==> src/rtl/ndro_bank.sv <==
// Multi-channel NDRO storage bank with init period, hold-window checks and sticky violation flags.
// Optional NDRO_VIOL_CNT_EN adds a saturating violation-cycle counter on port viol_cnt.
module ndro_bank #(
    parameter int CH          = 4,
    parameter int HOLD_CYC    = 2,
    parameter int INIT_CYC    = 8,
    parameter bit DESTRUCTIVE = 1'b0,
    parameter int CNT_W       = 8
) (
    input  logic          clk,
    input  logic          reset,
    input  logic [CH-1:0] set_tg,
    input  logic [CH-1:0] clr_tg,
    input  logic [CH-1:0] rd_tg,
    input  logic          viol_clr,
    output logic [CH-1:0] out,
    output logic          ready,
    output logic [CH-1:0] viol
`ifdef NDRO_VIOL_CNT_EN
    ,
    output logic [CNT_W-1:0] viol_cnt
`endif
);

    localparam int HW = (HOLD_CYC > 0) ? $clog2(HOLD_CYC + 1) : 1;
    localparam int IW = (INIT_CYC > 0) ? $clog2(INIT_CYC + 1) : 1;
    localparam logic [HW-1:0] HOLD_LD = HW'(HOLD_CYC);

    typedef enum logic [1:0] {UNINIT, S0, S1} ch_state_t;

    if (CH < 1 || CNT_W < 1 || HOLD_CYC < 0 || INIT_CYC < 0) begin : g_bad_param
        $error("ndro_bank: illegal parameter value");
    end

    logic [CH-1:0] set_q, clr_q, rd_q;
    logic [CH-1:0] set_p, clr_p, rd_p;
    logic [CH-1:0] set_v, clr_v, new_viol;
    logic [CH-1:0] out_nx;
    logic [IW-1:0] init_cnt;
    logic          init_hit;

    ch_state_t     state      [CH];
    ch_state_t     state_nx   [CH];
    logic [HW-1:0] clr_hold   [CH];
    logic [HW-1:0] clr_hold_nx[CH];
    logic [HW-1:0] rd_hold    [CH];
    logic [HW-1:0] rd_hold_nx [CH];

    // Toggle-encoded lines: any change since the last sample is one pulse.
    assign set_p = set_tg ^ set_q;
    assign clr_p = clr_tg ^ clr_q;
    assign rd_p  = rd_tg ^ rd_q;

    assign init_hit = (int'(init_cnt) + 1) >= INIT_CYC;

    always_comb begin
        set_v = '0;
        clr_v = '0;
        out_nx = out;
        for (int i = 0; i < CH; i++) begin
            logic active, clr_ok, set_ok, rd_ok;
            active = (state[i] != UNINIT);
            set_v[i] = active && set_p[i] && ((clr_hold[i] != '0) || clr_p[i]);
            clr_v[i] = (state[i] == S1) && clr_p[i] && ((rd_hold[i] != '0) || rd_p[i]);
            clr_ok   = active && clr_p[i] && !clr_v[i];
            set_ok   = (state[i] == S0) && set_p[i] && !set_v[i];
            rd_ok    = (state[i] == S1) && rd_p[i];

            state_nx[i] = state[i];
            case (state[i])
                UNINIT:  if (init_hit) state_nx[i] = S0;
                S0:      if (set_ok) state_nx[i] = S1;
                S1:      if (clr_ok || (rd_ok && DESTRUCTIVE)) state_nx[i] = S0;
                default: state_nx[i] = UNINIT;
            endcase

            out_nx[i] = out[i] ^ rd_ok;

            if (clr_ok)
                clr_hold_nx[i] = HOLD_LD;
            else if (clr_hold[i] != '0)
                clr_hold_nx[i] = clr_hold[i] - HW'(1);
            else
                clr_hold_nx[i] = '0;

            // In DRO mode the channel leaves S1 on a read, so the read window never matters.
            if (rd_ok && !DESTRUCTIVE)
                rd_hold_nx[i] = HOLD_LD;
            else if (rd_hold[i] != '0)
                rd_hold_nx[i] = rd_hold[i] - HW'(1);
            else
                rd_hold_nx[i] = '0;
        end
    end

    assign new_viol = set_v | clr_v;

    always_ff @(posedge clk or negedge reset) begin
        if (!reset) begin
            set_q <= '0;
            clr_q <= '0;
            rd_q  <= '0;
        end else begin
            set_q <= set_tg;
            clr_q <= clr_tg;
            rd_q  <= rd_tg;
        end
    end

    always_ff @(posedge clk or negedge reset) begin
        if (!reset) begin
            init_cnt <= '0;
            ready    <= 1'b0;
        end else if (!ready) begin
            if (init_hit)
                ready <= 1'b1;
            else
                init_cnt <= init_cnt + IW'(1);
        end
    end

    always_ff @(posedge clk or negedge reset) begin
        if (!reset) begin
            for (int i = 0; i < CH; i++) begin
                state[i]    <= UNINIT;
                clr_hold[i] <= '0;
                rd_hold[i]  <= '0;
            end
            out  <= '0;
            viol <= '0;
        end else begin
            for (int i = 0; i < CH; i++) begin
                state[i]    <= state_nx[i];
                clr_hold[i] <= clr_hold_nx[i];
                rd_hold[i]  <= rd_hold_nx[i];
            end
            out  <= out_nx;
            // A violation detected in the same cycle as viol_clr keeps its flag.
            viol <= (viol & ~{CH{viol_clr}}) | new_viol;
        end
    end

`ifdef NDRO_VIOL_CNT_EN
    always_ff @(posedge clk or negedge reset) begin
        if (!reset)
            viol_cnt <= '0;
        else if ((|new_viol) && (viol_cnt != '1))
            viol_cnt <= viol_cnt + CNT_W'(1);
    end
`endif

endmodule

==> config.mk <==
export PLATFORM = sky130hd
export DESIGN_NAME = ndro_bank
export DESIGN_NICKNAME = d
export VERILOG_FILES = /design/src/rtl/ndro_bank.sv
export SDC_FILE = /design/constraint.sdc
export NUM_CORES = 1
export LEC_CHECK = 0
export ABC_AREA = 1
export BUFFER_PORTS_ARGS = -buffer_cell sky130_fd_sc_hd__buf_2
export CAP_MARGIN = 25
export CELL_PAD_IN_SITES_DETAIL_PLACEMENT = 0
export CELL_PAD_IN_SITES_GLOBAL_PLACEMENT = 2
export CORE_MARGIN = 3
export CORE_UTILIZATION = 31
export CTS_CLUSTER_SIZE = 25
export DETAILED_ROUTE_END_ITERATION = 7
export PLACE_DENSITY_LB_ADDON = 0.1
export SYNTH_ARGS = -nofsm -noshare
export SYNTH_HDL_FRONTEND = slang
export SYNTH_SLANG_ARGS = --single-unit
export TNS_END_PERCENT = 5
==> constraint.sdc <==
create_clock -name clk -period 1.3 [get_ports clk]
set_clock_uncertainty 0.2 [all_clocks]
set_input_delay 0.13 -clock clk [delete_from_list [all_inputs] [get_ports clk]]
set_output_delay 0.13 -clock clk [all_outputs]
set_load 0.005 [all_outputs]
==> key figures <==
Run status
  – Run status: finished, violations left
  – Failing checks: negative setup slack

Floorplan
  – Initial core utilization: around a third
  – Row cnt: 30
  – Die X: between 90 and 100 um
  – Die area: approximately 0.0082 mm^2
  – Core area: ~0.0069 mm^2
  – # IOs: 24
  – Die Ht: 90.4 um

GRT
  – Antenna violations before repair: 0
  – Global-route wire length before repair: 7.34 mm
  – Number of global-route vias before repair: roughly 1700
  – Largest net degree at the start of global routing: 50
  – Gr ovfl total: 0
  – Global-route usage over all layers: 11.0%

CTS
  – CTS buffer count: 5
  – Clock slew at reported path FFs: 0.10 ns
  – Root Buffer: clkbuf_8
  – Max clock buf depth: 2
  – TritonCTS clock tree: built
  – Worst skew pair latency: about 0.30 ns
  – Clock sink count: between 40 and 50
  – H-Tree Level Count: 2

Drt
  – Routed vias/inst: between 4 and 5
  – Final wirelength: ~4.2 mm
  – Drt first-iter violations: 73
  – DRC viols: 0
  – Wire length per cell: 9.53 um
  – Final ANT Viol Nets: 0
  – Drt pass-1 iters: 4
  – Vias: approximately 1800

Timing
  – Actual slew at the worst max-slew pin: 0.269 ns
  – Setup ws final: -0.157 ns
  – Final-report hold violation count: 0
  – Max-slew violation count: 0
  – Final period utilization: 112%
  – F_max: roughly 690 MHz
  – Final setup viols: 8
  – Setup TNS: -1.06 ns
  – Max_slew headroom: 82.1%
  – RSZ-0062 raised after global routing: yes
  – Fin crit period: between 1 and 1.5 ns

Place
  – Routability congestion estimate: slightly above 0.7
  – DPL Wire Length: between 2 and 3 mm
  – Place WS: -0.139 ns
  – Port Buffers: 23

Setup path
  – Req. time, crit path: around 1.3 ns
  – Peak fanout along the critical path: 7
  – Reg2Reg Depth: 9
  – Kind of critical path: register to register
  – Worst R2R Setup Slack: -0.16 ns
  – Crit path DAT: 1.45 ns
  – R2R Path End: state[4]
  – CP Launch Type: register
  – Critical Path End Type: register
  – FF-to-FF Start: init_cnt[0]

Yosys
  – Mean Syn Cell Area: just over 8 um^2
  – Yosys cell types: 16
  – Seq cells post-synth: 49
  – Post-synthesis sequential area ratio: between 50% and 60%
  – Ys Warns: 0
  – Syn Inst Count: about 270
  – Post-Syn Area: between 0.002 and 0.0025 mm^2
  – Synth Net Count: a little under 300

Power and ir drop
  – Peak supply drop: around 560 uV
  – Leak: around 1.6 nW
  – Power Dens Cells: around 1700 mW/mm^2

Worst hold path
  – Hold Path Stages: 4
  – Min-Delay Endpoint: viol[0]
  – HP Class: primary input to register
  – Worst hold start: viol_clr

Layout
  – Fillers: 713
  – Area delta synth->final: 33.1%
  – Antenna cells: 0
  – Fin nets: around 360
  – Layout cell share with drive strength beyond 1: between 20% and 30%

Job
  – Max-cap violations: 0
## worst max-delay path: stages, from the launching register on
cell and delay [ns]:
dfrtp_1 0.42, ha_2 0.21, nor2_2 0.08, nand2_2 0.07, nand2_4 0.12, nand2_1 0.06, nand2_1 0.06, inv_1 0.04
nand3_2 0.04, nand2_1 0.04
## layout make-up
| cell class | count | area (um^2) | area share, % |
|---|---|---|---|
| clock buffer | 6 | 82.6 | 2.81 |
| clock inverter | 2 | 37.5 | 1.28 |
| inverter | 40 | 150 | 5.11 |
| multi-input combinational | 183 | 877 | 29.8 |
| sequential | 49 | 1230 | 41.7 |
| tap | 96 | 120 | 4.09 |
| timing repair buffer | 61 | 445 | 15.2 |
## synthesized netlist by cell type
library cell  instances  share of area (%)
nand2_1             108                 18
dfrtp_1              49                 56
inv_1                37                6.3
nor2_1               31                5.3
nand3_1              15                3.4
nand2_2               6                1.7
xnor2_1               5                2.0
nand3_2               4                1.8
nand3b_1              4                1.4
inv_2                 3               0.51
nor2_2                3               0.85
ha_1                  2                1.1
o31ai_1               2               0.68
a21oi_1               1               0.23
nand2_4               1               0.51
xor2_1                1               0.40
## sequential cells by signal, indices dropped and copies added, names as in the netlist
name      count
clr_hold      8
clr_q         4
init_cnt      4
out           4
rd_hold       8
rd_q          4
ready         1
set_q         4
state         8
viol          4
## logic make-up after synthesis
family | count (synthesis) | synth area share (%)
adders and majority gates | 2 | 1.13
buffers and inverters | 40 | 6.80
and+or+nand+nor | 172 | 33.3
DFF | 49 | 55.5
xor gates and xnor gates | 6 | 2.38
AOI/OAI and AO/OA | 3 | 0.906
## how the worst max path moves through the flow
stage,from,end
4_1_cts,init_cnt[0],state[4]
3_3_place_gp,init_cnt[1],init_cnt[2]
5_1_grt,init_cnt[0],state[4]
6_report,init_cnt[0],state[4]
3_5_place_dp,init_cnt[1],init_cnt[2]
2_1_floorplan,init_cnt[0],init_cnt[2]
## metrics by stage
step                      std cells  area, um^2  utilization (%)  power [mW]  hold slack (ns)
after floorplan                 272        2210                -        3.09           -0.366
after global placement          411        2610             38.0        3.75          -0.0538
after detailed placement        411        2610             38.0        3.75          -0.0502
after CTS                       435        2900             42.2        4.98          0.00917
after global routing            437        2940             42.8        5.36           0.0403
final                           437        2940             42.8        4.92          0.00717
## cell usage in the layout, fill, tap and decap left out, drive strengths merged
| cell type | netlist | layout |
|---|---|---|
| buf | 0 | 48 |
| a21oi | 1 | 1 |
| clkinvlp | 0 | 1 |
| o31ai | 2 | 2 |
| xnor2 | 5 | 5 |
| nand3b | 4 | 4 |
| clkbuf | 0 | 6 |
| nand3 | 19 | 19 |
| nand2 | 115 | 115 |
| ha | 2 | 2 |
| nor2 | 34 | 34 |
| dlygate4sd3 | 0 | 13 |
| dfrtp | 49 | 49 |
| inv | 40 | 40 |
| xor2 | 1 | 1 |
| bufinv | 0 | 1 |
## power breakdown
part	switching [mW]	internal, mW
Combinational	0.818	0.783
Sequential	0.255	1.92
Clock	0.515	0.626
## layer usage
metal	track usage, %	wire (um)	vias up
met5	0	0	-
met4	4.21	35	0
met3	3.00	159	2
met2	17.2	1840	22
met1	14.7	2130	791
li1	-	-	943
## what timing repair did
action / CTS / global route
endpoints found under the hold margin: 61 / 0
buffers inserted: 3 / 2
pin swaps: 5 / 5
resized for setup: 1 / 10
setup endpoints to repair: 9 / 20
hold buffers: 13 / 0
(Power assumes the default switching activity.)
